$ cat src/rtl/divide_n_bit_seq.sv
// Multi-cycle restoring divider producing one quotient bit per clock.
// Signed or unsigned per transaction. Valid/ready handshakes on both sides.
module divide_n_bit_seq #(
  parameter int unsigned N = 8
) (
  input  logic         clk,
  input  logic         rst_n,
  input  logic         in_valid_i,
  output logic         in_ready_o,
  input  logic         is_signed_i,
  input  logic [N-1:0] dividend_i,
  input  logic [N-1:0] divisor_i,
  output logic         out_valid_o,
  input  logic         out_ready_i,
  output logic [N-1:0] quotient_o,
  output logic [N-1:0] remainder_o,
  output logic         div_by_zero_o,
  output logic         overflow_o,
  output logic         busy_o
);

  localparam int unsigned CntW   = $clog2(N + 1);
  localparam logic [N-1:0] MinNeg = {1'b1, {(N-1){1'b0}}};

  typedef enum logic [1:0] {StIdle, StCalc, StDone} state_e;

  state_e          state_q;
  logic [CntW-1:0] cnt_q;
  // Dividend magnitude shifts out MSB-first while quotient bits shift in at the LSB.
  logic [N-1:0]    quo_q;
  logic [N-1:0]    rem_q;
  logic [N:0]      dvs_q;
  logic            neg_quo_q;
  logic            neg_rem_q;
  logic            ovf_q;

  logic            dvd_neg;
  logic            dvs_neg;
  logic [N-1:0]    dvd_mag;
  logic [N:0]      dvs_ext;
  logic [N:0]      dvs_mag;
  logic            ovf_case;
  logic [N:0]      rem_shift;
  logic [N-1:0]    rem_sub;
  logic            fits;
  logic [N-1:0]    quo_next;
  logic [N-1:0]    rem_next;
  logic [N-1:0]    quo_fix;
  logic [N-1:0]    rem_fix;

  always_comb begin
    dvd_neg  = is_signed_i & dividend_i[N-1];
    dvs_neg  = is_signed_i & divisor_i[N-1];
    // N bits hold the dividend magnitude: -2^(N-1) negates to 2^(N-1) read as unsigned.
    dvd_mag  = dvd_neg ? -dividend_i : dividend_i;
    dvs_ext  = {dvs_neg, divisor_i};
    dvs_mag  = dvs_neg ? -dvs_ext : dvs_ext;
    ovf_case = is_signed_i & (dividend_i == MinNeg) & (divisor_i == '1);

    rem_shift = {rem_q, quo_q[N-1]};
    fits      = (rem_shift >= dvs_q);
    // When the trial fits the difference is below the divisor, so N bits suffice.
    rem_sub   = rem_shift[N-1:0] - dvs_q[N-1:0];
    rem_next  = fits ? rem_sub : rem_shift[N-1:0];
    quo_next  = {quo_q[N-2:0], fits};
    quo_fix   = neg_quo_q ? -quo_next : quo_next;
    rem_fix   = neg_rem_q ? -rem_next : rem_next;
  end

  always_ff @(posedge clk or negedge rst_n) begin
    if (!rst_n) begin
      state_q       <= StIdle;
      cnt_q         <= '0;
      quo_q         <= '0;
      rem_q         <= '0;
      dvs_q         <= '0;
      neg_quo_q     <= 1'b0;
      neg_rem_q     <= 1'b0;
      ovf_q         <= 1'b0;
      in_ready_o    <= 1'b1;
      out_valid_o   <= 1'b0;
      busy_o        <= 1'b0;
      quotient_o    <= '0;
      remainder_o   <= '0;
      div_by_zero_o <= 1'b0;
      overflow_o    <= 1'b0;
    end else begin
      unique case (state_q)
        StIdle: begin
          if (in_valid_i && in_ready_o) begin
            in_ready_o <= 1'b0;
            overflow_o <= 1'b0;
            if (divisor_i == '0) begin
              quotient_o    <= '1;
              remainder_o   <= dividend_i;
              div_by_zero_o <= 1'b1;
              out_valid_o   <= 1'b1;
              state_q       <= StDone;
            end else begin
              div_by_zero_o <= 1'b0;
              quo_q         <= dvd_mag;
              rem_q         <= '0;
              dvs_q         <= dvs_mag;
              neg_quo_q     <= dvd_neg ^ dvs_neg;
              neg_rem_q     <= dvd_neg;
              ovf_q         <= ovf_case;
              cnt_q         <= CntW'(N);
              busy_o        <= 1'b1;
              state_q       <= StCalc;
            end
          end
        end
        StCalc: begin
          quo_q <= quo_next;
          rem_q <= rem_next;
          cnt_q <= cnt_q - CntW'(1);
          if (cnt_q == CntW'(1)) begin
            quotient_o  <= quo_fix;
            remainder_o <= rem_fix;
            overflow_o  <= ovf_q;
            busy_o      <= 1'b0;
            out_valid_o <= 1'b1;
            state_q     <= StDone;
          end
        end
        StDone: begin
          if (out_ready_i) begin
            out_valid_o <= 1'b0;
            in_ready_o  <= 1'b1;
            state_q     <= StIdle;
          end
        end
        default: state_q <= StIdle;
      endcase
    end
  end

endmodule

$ cat config.mk
export PLATFORM = sky130hd
export DESIGN_NAME = divide_n_bit_seq
export DESIGN_NICKNAME = d
export VERILOG_FILES = /design/src/rtl/divide_n_bit_seq.sv
export SDC_FILE = /design/constraint.sdc
export NUM_CORES = 1
export LEC_CHECK = 0
export BUFFER_PORTS_ARGS = -buffer_cell sky130_fd_sc_hd__buf_2
export CAP_MARGIN = 20
export CORE_MARGIN = 4
export CORE_UTILIZATION = 61
export CTS_CLUSTER_DIAMETER = 80
export CTS_CLUSTER_SIZE = 24
export DETAILED_ROUTE_END_ITERATION = 10
export GPL_TIMING_DRIVEN = 0
export MAX_ROUTING_LAYER = met4
export PLACE_DENSITY = 0.8
export SYNTH_ARGS = -nofsm -noshare
export SYNTH_HDL_FRONTEND = slang
export SYNTH_SLANG_ARGS = --single-unit
$ cat constraint.sdc
create_clock -name clk -period 4.98 [get_ports clk]
set_input_delay 0.249 -clock clk [delete_from_list [all_inputs] [get_ports clk]]
set_output_delay 0.249 -clock clk [all_outputs]
set_load 0.005 [all_outputs]
==> results.tsv <==
metric	value	unit
startpoint_type	flip-flop	
cp-end-kind	flip-flop	
synth_warnings	0	
fin_hold_ws	0.147	ns
tightest_slew	0.787	ns
synth_ff_type	dfrtp_1	
drc	0	
vdd_ir_drop_max	0.000112	V
hold_violations	0	
initial_core_util	63.4	%
postRouteAntennaNets	0	
slew_viol_final	0	
cp.required	5.16	ns
fin_nets	497	
antenna_found_initial	0	
power_frac_clock	34.6	%
crit_top_cell	ha_1	
synth_cell_type_count	59	
cp.buffers_inverters	2	
vias	3193	
dpl_cell_area	3840	µm²
maxCapViolations	0	
cts_buffers	5	
fill_cells	458	
cp_top_family	simple AND/OR/NAND/NOR gates	
p_total	0.788	mW
drt_first_pass_iters	6	
grt_pass1_vias	3161	
post-route-min-period	3.63	ns
p_switching	0.200	mW
core_area	5570	µm²
fp.dieH	84.1	µm
dieArea	7070	µm²
place.detailed.hpwl	6810	µm
synth_edf_count	0	
ys_seq_area_share	39.0	%
arrival	3.81	ns
layout_commonest_cell	nand2_1	
final_util	70.9	%
grt_setup_unrepaired	false	
cts_resized	0	
min_path_type	in2reg	
fin_setup_tns	0	ns
skew	0.0167	ns
max_freq	275	MHz
synthArstFlopShare	100	%
mostFrequentLayoutCells	nand2_1, dfrtp_1, o21ai_0	
worstHoldEndpoint	state_q[1]	
fin_area	3950	µm²
area_delta_synth_final	11.9	%
insertion_delay	0.32	ns
drt-total-wl	8860	µm
rr_startpoint	rem_q[3]	
placed_cells	523	
syn_nets	448	
slew_headroom	47.1	%
p_leak	1.74	nW
p_sw_share	25.3	%
status	finished clean	
grt_max_degree	42	
pin_count	42	
syn_avg_cell_area	8.62	µm²
cp_max_fo	8	
min-delay-start	out_ready_i	
power_density	199	nW/µm²
p_int	0.588	mW
seq_area	1380	µm²
rr_worst_depth	14	
grt_pass1_wl	15200	µm
pre_cts_ws	1.41	ns
drive_gt1_share	14.8	%
cts_sinks	55	
routed_via_density	6.00	
htree_levels	2	
clockRootBuffer	clkbuf_8	
crit_chain	ha_1, and2_4, a221oi_2, o22ai_2, or2_1, buf_6, inv_4, mux2i_1, ha_1, nand2_1, or3_1, o311ai_4, xnor2_1, o211ai_1	
rows	27	
die_x	84.1	µm
syn_inst	410	
netlist_area	3530	µm²
p_comb_share	7.5	%
port_buffers	40	
drtIter0Drc	328	
grt_use_total	27.2	%
setup_viol	0	
clock_path_buffers	2	
post-route-period-util	73.0	%
routabilityCongestion	0.886	
worstHoldPathCells	2	
fin_ws	1.35	ns
r2r-end	remainder_o[4]	
wl_per_cell	16.7	µm
pwr-share-seq	58.0	%
worstSetupPathType	reg2reg	
grt_overflow	0	
cts_tree	done	
finalNonFillerCells	532	
cts.reportedPaths.clkPinSlew	0.11	ns
crit_slowest_cell	dfrtp_1	
diodes	0	
multi_input_area	1980	µm²
critPathMaxStageDelay	0.44	ns
ys_ff_latch	55	
r2r_slack	1.35	ns
-- cell type report --
class / instances / share of cell area (%)
Clock inverter: 2 / 0.412
Buffer: 17 / 1.99
Clock buffer: 6 / 2.09
Inverter: 24 / 2.34
Tap cell: 72 / 2.28
Sequential cell: 55 / 34.9
Timing Repair Buffer: 42 / 5.82
Multi-Input combinational cell: 314 / 50.2
-- worst register-to-register path: stages, from the launching register on --
cell and delay, ns:
dfrtp_1 0.44, ha_1 0.41, and2_4 0.20, a221oi_2 0.32
o22ai_2 0.19, or2_1 0.25, buf_6 0.15, inv_4 0.11
mux2i_1 0.36, ha_1 0.31, nand2_1 0.06, or3_1 0.35
o311ai_4 0.10, xnor2_1 0.15, o211ai_1 0.09
-- layer usage --
metal  wire, µm  track usage [%]  part of all wire, %  up-vias
met5          0                -                    0        -
met4        120             6.58                  1.4        0
met3        493             3.06                  5.6       15
met2       4240             44.0                   48      116
met1       4010             36.8                   45     1526
li1           -                -                    -     1536
-- registers in the layout, indices dropped and copies added, names as in the netlist --
signal         cells
neg_quo_q          1
busy_o             1
dvs_q              9
in_ready_o         1
out_valid_o        1
state_q            2
quotient_o         8
remainder_o        8
ovf_q              1
cnt_q              4
neg_rem_q          1
overflow_o         1
quo_q              8
div_by_zero_o      1
rem_q              8
-- power by group through the flow --
stage / Clock [mW] / Sequential (mW) / Combinational (mW)
final: 0.272 / 0.457 / 0.0588
after global routing: 0.294 / 0.457 / 0.0668
after CTS: 0.273 / 0.456 / 0.0587
after detailed placement: 0 / 0.465 / 0.0579
after global placement: 0 / 0.465 / 0.0537
after floorplan: 0 / 0.464 / 0.0266
-- repair_timing --
item / 4_1_cts / 5_1_grt
hold buffers: 1 / 0
setup buffers: 0 / 0
hold endpoints to repair: 14 / 0
-- worst max path at each step --
stage,start,endpoint,slack (ns),cells past startpoint
after floorplan,rem_q[3],remainder_o[4],1.88,14
after global placement,rem_q[2],remainder_o[4],1.50,14
after detailed placement,rem_q[3],remainder_o[4],1.41,14
after CTS,rem_q[3],remainder_o[4],1.40,14
after global routing,rem_q[2],remainder_o[4],1.23,14
final,rem_q[3],remainder_o[4],1.35,14
-- synthesized netlist by cell type (2+ instances only) --
cell type  count  area [µm²]
dfrtp_1       54        1350
nand2_1       62         233
a211oi_1       3        22.5
o21ai_0       45         225
o211ai_1       5        37.5
xnor2_1       15         131
clkbuf_1      15        56.3
buf_6          2        22.5
nand3_1       16        80.1
o22a_1         7        61.3
nand4_1        2        12.5
o31ai_1        6        45.0
o21ai_1        2        10.0
or3_1         10        62.6
mux2i_1        5        50.1
nor2_1        28         105
nor3b_1        4        30.0
nand2b_1      10        62.6
xor2_1        11        96.3
nor4_1         3        18.8
o221ai_1       2        17.5
ha_1          16         200
nor3_1         4        20.0
inv_1         22        82.6
a31oi_1        2        12.5
a21oi_1       26         130
-- cells by family (layout without fill, tap and decap cells) --
kind of cell / after synthesis / count (layout) / share of synthesized area [%]
AOI/OAI and AO/OA: 115 / 115 / 21.7
xor gates and xnor gates: 26 / 26 / 6.44
buffers and inverters: 41 / 91 / 4.85
muxes: 7 / 7 / 2.05
adders and majority gates: 17 / 17 / 6.23
and+or+nand+nor: 149 / 149 / 19.8
DFF: 55 / 55 / 39.0
Note: power is estimated with default switching activity, not from simulation.
